[src/rtl/vmicro16_branch_ctrl_pkg.sv]
// vmicro16_branch_ctrl_pkg: branch condition codes, flag bit positions and resolver states
package vmicro16_branch_ctrl_pkg;
    localparam logic [7:0] BR_U  = 8'h00;
    localparam logic [7:0] BR_E  = 8'h01;
    localparam logic [7:0] BR_NE = 8'h02;
    localparam logic [7:0] BR_G  = 8'h03;
    localparam logic [7:0] BR_L  = 8'h04;
    localparam int FLAG_N = 3;
    localparam int FLAG_Z = 2;
    localparam int FLAG_C = 1;
    localparam int FLAG_V = 0;
    typedef enum logic [1:0] {ST_IDLE, ST_RESOLVE, ST_FLUSH} state_e;
endpackage

[src/rtl/vmicro16_branch_cond.sv]
// vmicro16_branch_cond: combinational {N,Z,C,V} x condition code -> taken
module vmicro16_branch_cond
    import vmicro16_branch_ctrl_pkg::*;
(
    input  logic [3:0] flags,
    input  logic [7:0] cond,
    output logic       taken
);
    logic z, lt, unused_c;
    assign unused_c = flags[FLAG_C];
    always_comb begin
        z     = flags[FLAG_Z];
        lt    = flags[FLAG_N] ^ flags[FLAG_V];
        taken = (cond == BR_U)  ? 1'b1 :
                (cond == BR_E)  ? z :
                (cond == BR_NE) ? !z :
                (cond == BR_L)  ? lt :
                (cond == BR_G)  ? (!z && !lt) : 1'b0;
    end
endmodule

[src/rtl/vmicro16_branch_ctrl.sv]
// vmicro16_branch_ctrl: registered branch resolver with flags register, PC redirect and timed flush
module vmicro16_branch_ctrl
    import vmicro16_branch_ctrl_pkg::*;
#(
    parameter int DATA_WIDTH   = 16,
    parameter int FLUSH_CYCLES = 2,
    parameter bit FORWARD      = 1'b1
) (
    input  logic                  clk,
    input  logic                  reset,
    input  logic                  flags_we,
    input  logic [3:0]            flags_in,
    input  logic                  br_valid,
    output logic                  br_ready,
    input  logic [7:0]            br_cond,
    input  logic [DATA_WIDTH-1:0] br_target,
    input  logic [DATA_WIDTH-1:0] pc_in,
    output logic                  br_done,
    output logic                  taken,
    output logic                  pc_we,
    output logic [DATA_WIDTH-1:0] pc_next,
    output logic                  flush,
    output logic [3:0]            flags_q
);
    localparam logic [3:0] CNT_INIT = 4'(FLUSH_CYCLES - 1);
    state_e                state_q, state_d;
    logic [3:0]            cnt_q, cnt_d, flags_d, eff_flags;
    logic                  res_q, res_d, cond_ok;
    logic [DATA_WIDTH-1:0] pc_next_q, pc_next_d;

    assign eff_flags = (FORWARD && flags_we) ? flags_in : flags_q;

    vmicro16_branch_cond u_cond (
        .flags (eff_flags),
        .cond  (br_cond),
        .taken (cond_ok)
    );

    // RESOLVE is the first flush cycle, so FLUSH only covers the remaining FLUSH_CYCLES-1
    always_comb begin
        flags_d   = flags_we ? flags_in : flags_q;
        state_d   = state_q;
        cnt_d     = cnt_q;
        res_d     = res_q;
        pc_next_d = pc_next_q;
        case (state_q)
            ST_IDLE: if (br_valid) begin
                state_d   = ST_RESOLVE;
                res_d     = cond_ok;
                pc_next_d = cond_ok ? br_target : pc_in + DATA_WIDTH'(1);
            end
            ST_RESOLVE: begin
                cnt_d   = res_q ? CNT_INIT : 4'd0;
                state_d = (res_q && CNT_INIT != 4'd0) ? ST_FLUSH : ST_IDLE;
            end
            ST_FLUSH: begin
                cnt_d   = cnt_q - 4'd1;
                state_d = (cnt_q <= 4'd1) ? ST_IDLE : ST_FLUSH;
            end
            default: state_d = ST_IDLE;
        endcase
    end

    always_ff @(posedge clk or negedge reset) begin
        if (!reset) begin
            state_q   <= ST_IDLE;
            cnt_q     <= '0;
            res_q     <= 1'b0;
            pc_next_q <= '0;
            flags_q   <= '0;
        end else begin
            state_q   <= state_d;
            cnt_q     <= cnt_d;
            res_q     <= res_d;
            pc_next_q <= pc_next_d;
            flags_q   <= flags_d;
        end
    end

    assign br_ready = state_q == ST_IDLE;
    assign br_done  = state_q == ST_RESOLVE;
    assign taken    = br_done && res_q;
    assign pc_we    = taken;
    assign flush    = taken || state_q == ST_FLUSH;
    assign pc_next  = pc_next_q;
endmodule

[config.mk]
export PLATFORM = sky130hd
export DESIGN_NAME = vmicro16_branch_ctrl
export DESIGN_NICKNAME = d
export VERILOG_FILES = /design/src/rtl/vmicro16_branch_ctrl_pkg.sv /design/src/rtl/vmicro16_branch_cond.sv /design/src/rtl/vmicro16_branch_ctrl.sv
export SDC_FILE = /design/constraint.sdc
export NUM_CORES = 1
export LEC_CHECK = 0
export BUFFER_PORTS_ARGS = -buffer_cell sky130_fd_sc_hd__buf_2
export CAP_MARGIN = 40
export CORE_AREA = 2 2 70 72
export CTS_BUF_LIST = sky130_fd_sc_hd__clkbuf_4
export DETAILED_ROUTE_END_ITERATION = 6
export DIE_AREA = 0 0 72 74
export PLACE_DENSITY = 0.67
export SYNTH_ARGS = -nofsm -noshare
export SYNTH_HDL_FRONTEND = slang
export SYNTH_SLANG_ARGS = --single-unit
[constraint.sdc]
create_clock -name clk -period 1.85 [get_ports clk]
set_input_delay 0.37 -clock clk [delete_from_list [all_inputs] [get_ports clk]]
set_output_delay 0.37 -clock clk [all_outputs]
set_load 0.02 [all_outputs]
Word level (Yosys, flattened, before mapping). Cells that the tools add are included.

Input port bits: 48. Word-level logic and storage cells: 39. Latch bits: 0. Bits in read-only memories: 0. Bits in writable memories: 0. Memories kept: 0. Flip-flop bits (word level): 27. Output and inout bits: 25.

Add/sub/neg operators: 2. Shifts and indexed selects: 0. Div/mod/pow operators: 0. Reductions and logical operators: 9. Eq/ne operators: 7. Order comparisons: 1. Multiply operators: 0. Bitwise logic cells: 1. Mux-type cells: 13.

Operators with widths (count): adder 16 x 1 -> 16 bit (second input constant) (1); equality test 8 x 2 -> 1 bit (second input constant) (2); two-way mux 16 bit (1); equality test 8 x 1 -> 1 bit (second input constant) (1); equality test 8 x 3 -> 1 bit (second input constant) (1); zero test 8 bit (1); case mux 4 bit (2 select lines) (1); two-way mux 1 bit (6); two-way mux 2 bit (3); case mux 2 bit (3 select lines) (1); less-or-equal comparator 4 x 1 -> 1 bit (second input constant) (1); two-way mux 4 bit (1); subtractor 4 x 1 -> 4 bit (second input constant) (1); equality test 2 x 1 -> 1 bit (second input constant) (1); equality test 2 bit (second input constant) (1); logical AND 1 bit (2); zero test 1 bit (2); zero test 2 bit (1); inequality test 2 bit (second input constant) (1); AND reduction 2 bit (1); nonzero test 2 bit (1); logical OR 1 bit (1); bitwise XOR 1 bit (1).

Logic depth before layout (Yosys ltp). Gate-level depths: netlist of run 1.

Depth in word-level cells: 10. Gate-level depth with buffers: 7. Mapped depth without buffers: 7.

Hierarchy. A second synthesis of run 1 with hierarchy kept.

Cells, all modules: 191. Area total of the unflattened synthesis: 1720.4 um^2.

Modules (own cells, without submodules): vmicro16_branch_ctrl (cells each 183, times used 1, area an instance 1666.6 um^2, sequential area each 675.6 um^2); vmicro16_branch_cond (cells each 8, times used 1, area an instance 53.8 um^2, sequential area each 0.0 um^2).

Worst setup path after synthesis of run 1. Ideal clock, no wire load.

Path kind: input port to flip-flop. Start point: in flags_we. End point: reg pc_next_q[11] (netlist: pc_next[11]). Cell stages on the path: 7. Setup slack: -0.018 ns. Buffers on the path: 2. Data arrival time: 1.742 ns. Setup time: 0.126 ns. Path through: buf_6 or4b_1 o22a_1 o311a_1 buf_6 o31ai_1 o21ai_1.

Cells in the longest elaborated chain, start to end: 10. Elaborated cells on any way between the ends: 11. Classes of those cells: mux: 7; bitwise: 1; reduce/logical: 3.

Ends and longest elaborated chain: start, declared (line vmicro16_branch_ctrl.sv:11) `input logic flags_we,`; two-way mux 4 bit (*); bitwise XOR 1 bit (line vmicro16_branch_cond.sv:13) `lt = flags[FLAG_N] ^ flags[FLAG_V];`; zero test 1 bit (line vmicro16_branch_cond.sv:18) `(cond == BR_G) ? (!z && !lt) : 1'b0;`; logical AND 1 bit (line vmicro16_branch_cond.sv:18); two-way mux 1 bit (line vmicro16_branch_cond.sv:18); two-way mux 1 bit (line vmicro16_branch_cond.sv:17) `(cond == BR_L) ? lt :`; two-way mux 1 bit (line vmicro16_branch_cond.sv:16) `(cond == BR_NE) ? !z :`; two-way mux 1 bit (*) (line vmicro16_branch_cond.sv:15) `(cond == BR_E) ? z :`; two-way mux 1 bit (*) (line vmicro16_branch_cond.sv:14) `taken = (cond == BR_U) ? 1'b1 :`; two-way mux 16 bit (*) (line vmicro16_branch_ctrl.sv:50) `pc_next_d = cond_ok ? br_target : pc_in + DATA_WIDTH'(1);`; end signal, assigned (line vmicro16_branch_ctrl.sv:75) `pc_next_q <= pc_next_d;`; end, declared (line vmicro16_branch_ctrl.sv:29) `logic [DATA_WIDTH-1:0] pc_next_q, pc_next_d;`.

Every way passes the cells marked *; elsewhere a longest branch is shown, timed or not. A chain may end at the register's enable or synchronous reset.

Final worst setup path of run 1.
Start point: reg flags_q[2]. End point: reg pc_next_q[8] (netlist: pc_next[8]).

Cells in the longest elaborated chain, start to end: 9.

Ends and longest elaborated chain: start, declared (line vmicro16_branch_ctrl.sv:23) `output logic [3:0] flags_q`; start signal, assigned (line vmicro16_branch_ctrl.sv:76) `flags_q <= flags_d;`; two-way mux 4 bit (*); zero test 1 bit (line vmicro16_branch_cond.sv:16, vmicro16_branch_cond.sv:18); logical AND 1 bit (line vmicro16_branch_cond.sv:18); two-way mux 1 bit (line vmicro16_branch_cond.sv:18); two-way mux 1 bit (line vmicro16_branch_cond.sv:17); two-way mux 1 bit (line vmicro16_branch_cond.sv:16); two-way mux 1 bit (*) (line vmicro16_branch_cond.sv:15); two-way mux 1 bit (*) (line vmicro16_branch_cond.sv:14); two-way mux 16 bit (*) (line vmicro16_branch_ctrl.sv:50).

Marked as above.

==> impl_metrics.csv, run 1 <==
group,metric,value,unit
critical_path,required,2120,ps
final_layout,layout_commonest_cell,"buf_2",
timing,max_freq,0.536,GHz
final_layout,drive_gt1_share,39.3,%
global_routing,grt_pass1_wl,8150,um
placed_design,post-place-ws,-153,ps
critical_path,crit_arrival,2130,ps
global_routing,grt_overflow,0,
critical_path,critPathMaxFanout,4,
status,status,"complete, but fails checks",
hold_path,min_path_type,"in2async",
clock_network,cts_made_buffers,3,
global_routing,grtUsageMet2,36.0,%
drt,drtIter0Drc,57,
global_routing,globalRouteMet3Util,2.85,%
global_routing,track_usage,19.5,%
clock_network,clk_pin_slew,160,ps
final_layout,postLayoutCoreUtil,52.8,%
die,rows,25,
timing,fin_skew,5.66,ps
global_routing,grtUsageMet1,24.1,%
critical_path,cp-end-kind,"flop",
final_layout,fill_cells,463,
synth,synth_ff_type,"dfrtp_1",
power_and_ir_drop,ir_drop,0.000456,V
drt,first_pass_iters,4,
global_routing,grt_antenna_before_repair,0,
synth,yosys_warnings,0,
synth,syn-num-nets,256,
placed_design,port_buffers,72,
die,start_util,38.8,%
global_routing,grt_max_degree,28,
clock_network,clk_path_buf_depth,2,
clock_network,cts_num_sinks,27,
clock_network,worstSkewPairLatency,340,ps
final_layout,final_cell_mix,"buf_2, dfrtp_1, nand2_1",
drt,viasPerCell,5.39,
synth,syn_avg_cell_area,8.88,sq um
critical_path,worstReg2RegStart,"flags_q[2]",
power_and_ir_drop,leakage,1.12,nW
clock_network,htree_levels,1,
final_layout,finalNetCount,341,
synth,synth_seq_area_share,37.9,%
drt,vias,1828,
die,fp.dieH,74,um
status,violations,"negative setup slack",
placed_design,gp_congestion,0.827,
die,die_area,5330,sq um
drt,antenna_left,0,
timing,finalCritPeriodShare,101,%
timing,setup_ws,-16.8,ps
power_and_ir_drop,p_total,2.70,mW
final_layout,area_delta_synth_final,36.1,%
timing,tightest_slew,630,ps
drt,wire_per_inst,14.6,um
global_routing,grt_pass1_vias,1807,
global_routing,grt_busiest_layer,"met2",
die,fp.coreArea,4600,sq um
die,io_pins,73,
clock_network,cts_tree,"done",
synth,syn_inst,201,
timing,post-route-min-period,1870,ps
critical_path,startpoint,"flags_q[2]",
synth,synth_edf_count,0,
synth,synth_seq_cells,27,
clock_network,hold_buffers,0,
critical_path,path_class,"reg2reg",
placed_design,hpwl,3520,um
synth,synthesis.area,1780,sq um
timing,setup_viol,6,
critical_path,cp-start-kind,"flop",
synth,yosysUniqueCellTypes,47,
timing,hold_viol_final,0,
final_layout,antenna_cells,0,
timing,drv_slew,0,
clock_network,cts_root_buf,"clkbuf_4",
flow_run,maxCapViolations,0,
drt,routed_wl,4960,um
die,die_w,72,um
synth,synthArstFlopShare,100,%
critical_path,regToRegSetupSlack,-20,ps
timing,rsz0062_at_grt,"yes",
drt,drc_errors,0,
power_and_ir_drop,power_density,1110,nW/um^2
timing,maxSlewHeadroom,58.0,%
-- stage by stage --
stage | hold slack, ps | cell area (sq um) | TNS, ps | instances
final | 20.7 | 2430 | -38.5 | 339
after global routing | 58.8 | 2430 | -1350 | 339
after CTS | 37.4 | 2360 | -31.8 | 335
after detailed placement | 438 | 2240 | -2180 | 328
after global placement | 428 | 2240 | -1590 | 328
after floorplan | 74.4 | 1780 | -110 | 201
-- logic make-up (layout without fill, tap and decap cells) --
kind of cell    count (synthesis)  in the layout  share of synthesized area, %
buf+inv                        21            105                          6.10
xor+xnor                       10             10                          4.91
compound gates                 57             57                          20.9
simple gates                   73             73                          21.7
flops                          27             27                          37.9
mux                             6              6                          3.65
fa+ha+maj                       7              7                          4.91
-- power breakdown --
group | switching (mW) | internal [mW] | total, mW
clock | 0.197 | 0.0828 | 0.280
sequential | 0.137 | 0.810 | 0.947
combinational | 0.861 | 0.614 | 1.47
-- worst paths after layout --
path                               end  cells past startpoint
min                         flags_q[2]                      1
max                         pc_next[8]                      8
min reg2reg                pc_next[10]                      2
min in group clk            flags_q[1]                      2
max reg2reg                 pc_next[8]                      8
max in group asynchronous   state_q[1]                      1
-- critical path, cell delays in order (launching register included) --
cell      delay [ps]
dfrtp_1          420
or4b_1           460
o22a_1           240
buf_6            130
o311ai_4          60
buf_12           180
buf_16           110
nand4_1           90
o211ai_1         100
-- registers in the layout, summed over array words and instances (netlist names) --
name,cells
pc_next,16
cnt_q,4
flags_q,4
state_q,2
res_q,1
-- what timing repair did --
action / 4_1_cts / 5_1_grt
gates cloned: 3 / 0
gates resized for setup: 6 / 9
endpoints found under the setup margin: 16 / 20
pin swaps: 16 / 13
setup buffers: 0 / 4
-- layer usage --
metal / wire length (um) / vias up / part of all wire, %
met4: 22 / 0 / 0.44
met5: 0 / - / 0
li1: - / 909 / -
met3: 277 / 2 / 5.6
met1: 2150 / 864 / 43
met2: 2510 / 53 / 51
-- synthesized netlist by cell type (2+ instances only) --
| cell | instances | area [sq um] |
|---|---|---|
| xor2_1 | 6 | 52.6 |
| o21a_1 | 2 | 15.0 |
| o21ai_1 | 7 | 35.0 |
| nand4_1 | 11 | 68.8 |
| o211ai_1 | 7 | 52.6 |
| nand3b_1 | 3 | 22.5 |
| dfrtp_1 | 27 | 676 |
| a21oi_1 | 11 | 55.1 |
| nand3_1 | 7 | 35.0 |
| xnor2_1 | 4 | 35.0 |
| nand2_1 | 25 | 93.8 |
| buf_6 | 2 | 22.5 |
| nor2_1 | 8 | 30.0 |
| a31oi_1 | 4 | 25.0 |
| mux2_2 | 4 | 45.0 |
| o21ai_0 | 8 | 40.0 |
| nor4_1 | 2 | 12.5 |
| and2_1 | 2 | 12.5 |
| ha_1 | 7 | 87.6 |
| clkbuf_1 | 6 | 22.5 |
| inv_1 | 10 | 37.5 |
| mux2i_1 | 2 | 20.0 |
| nor3_1 | 5 | 25.0 |
| o31ai_1 | 8 | 60.1 |
-- final cells by class --
class | instances | area (sq um) | share of cell area (%)
clock buffer | 3 | 22.5 | 0.927
inverter | 10 | 37.5 | 1.55
timing repair buffer | 91 | 578 | 23.8
sequential | 27 | 676 | 27.8
clock inverter | 1 | 7.51 | 0.309
multi-input combinational | 153 | 1040 | 42.8
tap | 54 | 67.6 | 2.78
Power figures use the tool's default switching activity.
==> run 2, diff against run 1 <==
BUFFER_PORTS_ARGS = -buffer_cell sky130_fd_sc_hd__clkbuf_2   (was -buffer_cell sky130_fd_sc_hd__buf_2)
CORE_AREA = 10 10 78 80   (was 2 2 70 72)
DIE_AREA = 0 0 88 90   (was 0 0 72 74)
==> impl_metrics.csv, run 2 (synthesis gave the netlist of run 1 again) <==
group,metric,value,unit
clock_network,hold_buffers,0,
global_routing,track_usage,14.7,%
drt,first_pass_iters,4,
final_layout,area_delta_synth_final,35.0,%
power_and_ir_drop,switching_power,1.23,mW
critical_path,crit_arrival,2140,ps
final_layout,final_cell_mix,"clkbuf_2, dfrtp_1, nand2_1",
status,status,"complete, but fails checks",
die,die_w,88,um
final_layout,register_area,676,sq um
final_layout,antenna_cells,0,
drt,antenna_left,0,
die,io_pins,73,
power_and_ir_drop,swShare,45.6,%
clock_network,cts_num_sinks,27,
power_and_ir_drop,power_density,1120,nW/um^2
critical_path,r2r-end,"pc_next[8]",
die,die_area,7920,sq um
critical_path,cp-start-kind,"flop",
drt,wire_per_inst,16.7,um
power_and_ir_drop,p_total,2.70,mW
critical_path,regToRegSetupSlack,-10,ps
final_layout,drive_gt1_share,39.6,%
clock_network,clk_path_buf_depth,2,
timing,setup_viol,1,
die,rows,25,
die,fp.dieH,90,um
clock_network,cts_made_buffers,3,
critical_path,critPathMaxFanout,5,
final_layout,fill_cells,460,
final_layout,largest_register_ffs,16,
power_and_ir_drop,leakage,1.11,nW
placed_design,gp_congestion,0.836,
critical_path,cp-end-kind,"flop",
critical_path,required,2130,ps
timing,hold_viol_final,0,
drt,vias,1808,
global_routing,grt_pass1_wl,9580,um
global_routing,grt_max_degree,28,
critical_path,worstReg2RegStart,"flags_q[2]",
final_layout,multi_input_area,1070,sq um
die,fp.coreArea,4600,sq um
timing,tns,-9.66,ps
final_layout,finalNetCount,336,
global_routing,grt_overflow,0,
clock_network,clk_pin_slew,170,ps
power_and_ir_drop,seq_power_share,35.4,%
power_and_ir_drop,pwr-share-comb,54.3,%
hold_path,min_path_type,"in2async",
placed_design,port_buffers,72,
global_routing,grt_pass1_vias,1978,
flow_run,maxCapViolations,0,
power_and_ir_drop,ir_drop,0.000426,V
timing,max_freq,0.538,GHz
timing,drv_slew,0,
drt,drtIter0Drc,81,
global_routing,grt_antenna_before_repair,0,
clock_network,cts_tree,"done",
critical_path,rr_worst_depth,7,
timing,post-route-min-period,1860,ps
drt,drc_errors,0,
critical_path,path_class,"reg2reg",
timing,maxSlewHeadroom,50.6,%
clock_network,worstSkewPairLatency,350,ps
drt,routed_wl,5580,um
timing,fin_skew,21.4,ps
timing,finalCritPeriodShare,101,%
final_layout,layout_commonest_cell,"clkbuf_2",
power_and_ir_drop,p_clk_share,10.2,%
placed_design,hpwl,4190,um
placed_design,post-place-ws,-173,ps
clock_network,htree_levels,1,
timing,rsz0062_at_grt,"yes",
status,violations,"negative setup slack",
timing,tightest_slew,742,ps
die,start_util,38.8,%
clock_network,cts_root_buf,"clkbuf_4",
power_and_ir_drop,internal_power,1.47,mW
drt,viasPerCell,5.41,
timing,setup_ws,-9.66,ps
## run 2: layout make-up
cell class,count,share of cell area (%)
Clock buffer,3,0.935
Clock inverter,1,0.208
Inverter,10,1.56
Multi-Input combinational cell,153,44.5
Sequential cell,27,28.1
Tap cell,54,2.81
Timing Repair Buffer,86,21.9
## run 2: worst max-delay path by stage
| stage | slack (ps) | startpoint | end |
|---|---|---|---|
| 3_3_place_gp | -110 | flags_we | pc_next[8] |
| 5_1_grt | -140 | flags_q[2] | pc_next[8] |
| 4_1_cts | -20 | flags_q[2] | pc_next[2] |
| 6_report | -10 | flags_q[2] | pc_next[8] |
| 2_1_floorplan | -20 | flags_we | pc_next[11] |
| 3_5_place_dp | -170 | flags_we | pc_next[13] |
## run 2: critical path, stage by stage, from the launching register on
cell	delay, ps
dfrtp_1	420
or4b_1	470
o22a_1	250
buf_6	130
o311ai_4	140
buf_16	190
nand4_1	100
o211ai_1	110
## run 2: power by group through the flow
stage / logic [mW] / clock network (mW) / registers, mW
floorplan: 0.666 / 0 / 1.16
global placement: 1.32 / 0 / 0.962
detailed placement: 1.35 / 0 / 0.968
CTS: 1.45 / 0.291 / 0.954
global route: 1.64 / 0.314 / 0.992
finish: 1.47 / 0.276 / 0.958
## run 2: metal layers
metal  wire (um)  GRT usage, %
met5           0             0
met4          55          3.46
met3         361          3.79
met2        2810          25.2
met1        2350          17.4
## run 2: per-stage QoR
stage               utilization, %  hold slack (ps)  instance area [sq um]  std cells
global placement              48.6              453                   2240        327
global route                  52.4             88.2                   2410        334
floorplan                        -             74.4                   1780        201
CTS                           51.5             73.4                   2370        334
detailed placement            48.6              468                   2240        327
finish                        52.4             47.2                   2410        334
## run 2: timing repair
action                     in CTS  in global routing
hold endpoints to repair        0                  0
resized for setup              10                 13
gates cloned                    3                  0
buffers inserted                0                  0
pin swaps                      26                  0
setup endpoints to repair      17                 20
==> run 3, diff against run 2 <==
CORE_AREA = 10 10 83 85   (was 10 10 78 80)
DIE_AREA = 0 0 93 95   (was 0 0 88 90)
PLACE_DENSITY = 0.59   (was 0.67)
==> impl_metrics.csv, run 3 (synthesis gave the netlist of run 1 again) <==
group,metric,value,unit
final_layout,fin_area,2420,sq um
timing,finalCritPeriodShare,99.3,%
die,start_util,33.4,%
critical_path,crit_cells,6,
final_layout,largest_register_ffs,16,
timing,tightest_slew,442,ps
critical_path,cp-start-kind,"flop",
clock_network,cts_root_buf,"clkbuf_4",
die,die_area,8840,sq um
drt,wire_per_inst,16.4,um
final_layout,layout_commonest_cell,"clkbuf_2",
critical_path,cp_cell_sequence,"or4b_1 -> o22a_2 -> o311ai_4 -> clkbuf_16 -> a21oi_1 -> o21ai_1",
timing,post-route-min-period,1840,ps
critical_path,critPathBufInv,1,
critical_path,required,2120,ps
critical_path,cp-end-kind,"flop",
critical_path,slowest_stage,"or4b_1",
global_routing,grt_overflow,0,
timing,holdWs,-0.312,ps
die,fp.dieH,95,um
drt,antenna_left,0,
power_and_ir_drop,p_total,2.69,mW
power_and_ir_drop,leakage,1.11,nW
final_layout,instances_no_fill,353,
timing,setup_viol,0,
clock_network,clk_path_buf_depth,2,
power_and_ir_drop,power_density,1110,nW/um^2
placed_design,hpwl,4270,um
placed_design,port_buffers,72,
timing,drv_slew,0,
power_and_ir_drop,ir_drop,0.000539,V
placed_design,gp_congestion,0.760,
global_routing,grt_antenna_before_repair,0,
final_layout,finalNetCount,337,
clock_network,cts_tree,"done",
status,violations,"negative hold slack",
timing,rsz0062_at_grt,"yes",
status,status,"complete, but fails checks",
global_routing,grt_pass1_vias,1913,
timing,maxSlewHeadroom,70.0,%
timing,hold_viol_final,1,
final_layout,fill_cells,577,
timing,fin_skew,9.88,ps
drt,drc_errors,0,
drt,routed_wl,5790,um
critical_path,crit_arrival,2110,ps
global_routing,grt_pass1_wl,8830,um
timing,max_freq,0.544,GHz
critical_path,slowest_delay,460,ps
drt,viasPerCell,5.16,
clock_network,cts_made_buffers,3,
placed_design,dp_cells,346,
global_routing,grt_max_degree,28,
clock_network,htree_levels,1,
clock_network,cts_num_sinks,27,
die,die_w,93,um
die,fp.coreArea,5340,sq um
global_routing,track_usage,12.1,%
critical_path,critPathMaxFanout,6,
die,io_pins,73,
final_layout,final_cell_mix,"clkbuf_2, dfrtp_1, nand2_1",
final_layout,area_delta_synth_final,35.8,%
hold_path,min_path_type,"in2async",
clock_network,clk_pin_slew,160,ps
drt,drtIter0Drc,37,
critical_path,path_class,"reg2reg",
drt,vias,1822,
flow_run,maxCapViolations,0,
clock_network,hold_buffers,0,
critical_path,rr_worst_depth,6,
final_layout,antenna_cells,0,
final_layout,drive_gt1_share,39.5,%
drt,first_pass_iters,6,
placed_design,placed_area,2270,sq um
clock_network,worstSkewPairLatency,330,ps
die,rows,27,
critical_path,crit_family,"compound AO/OA/AOI/OAI gates",
run 3: metrics by stage:
stage | utilization [%] | hold WS, ps | setup TNS (ps) | setup slack (ps)
final | 45.4 | -0.312 | 0 | 12.9
after global routing | 45.4 | 12.5 | -441 | -49.8
after CTS | 43.2 | 7.55 | 0 | 39.7
after detailed placement | 42.5 | 402 | -2340 | -175
after global placement | 42.5 | 402 | -1860 | -139
after floorplan | - | 74.4 | -110 | -17.8
run 3: layout make-up:
class	instances	area (sq um)	share of cell area [%]
inverters	10	37.5	1.55
multi-input cells	154	1090	45.1
flip-flops and latches	27	676	27.9
clock buffers	3	22.5	0.930
clock inverters	1	5.00	0.207
repair buffers	86	499	20.6
well taps	72	90.1	3.72
run 3: worst paths after layout:
path,startpoint,end,slack (ps)
min,reset,pc_next[0],-0.3
max reg2reg,flags_q[2],pc_next[9],10
min in group clk,flags_in[1],flags_q[1],270
min reg2reg,pc_next[9],pc_next[9],510
max,flags_q[2],pc_next[9],10
max in group asynchronous,reset,pc_next[12],1570
run 3: repair_timing:
item / 4_1_cts / 5_1_grt
gates cloned: 0 / 2
resized for setup: 3 / 15
endpoints found under the setup margin: 15 / 19
setup buffers: 0 / 1
pin swaps: 1 / 19
run 3: metal layers:
| layer | vias up | wire length, um | GRT usage [%] |
|---|---|---|---|
| li1 | 908 | - | - |
| met1 | 858 | 2640 | 14.8 |
| met2 | 54 | 2670 | 19.5 |
| met3 | 2 | 461 | 4.60 |
| met4 | 0 | 23 | 3.47 |
| met5 | - | 0 | 0 |
run 3: power breakdown:
| group | internal [mW] | switching (mW) |
|---|---|---|
| combinational | 0.572 | 0.891 |
| clock | 0.0812 | 0.189 |
| sequential | 0.810 | 0.146 |
| total | 1.46 | 1.23 |
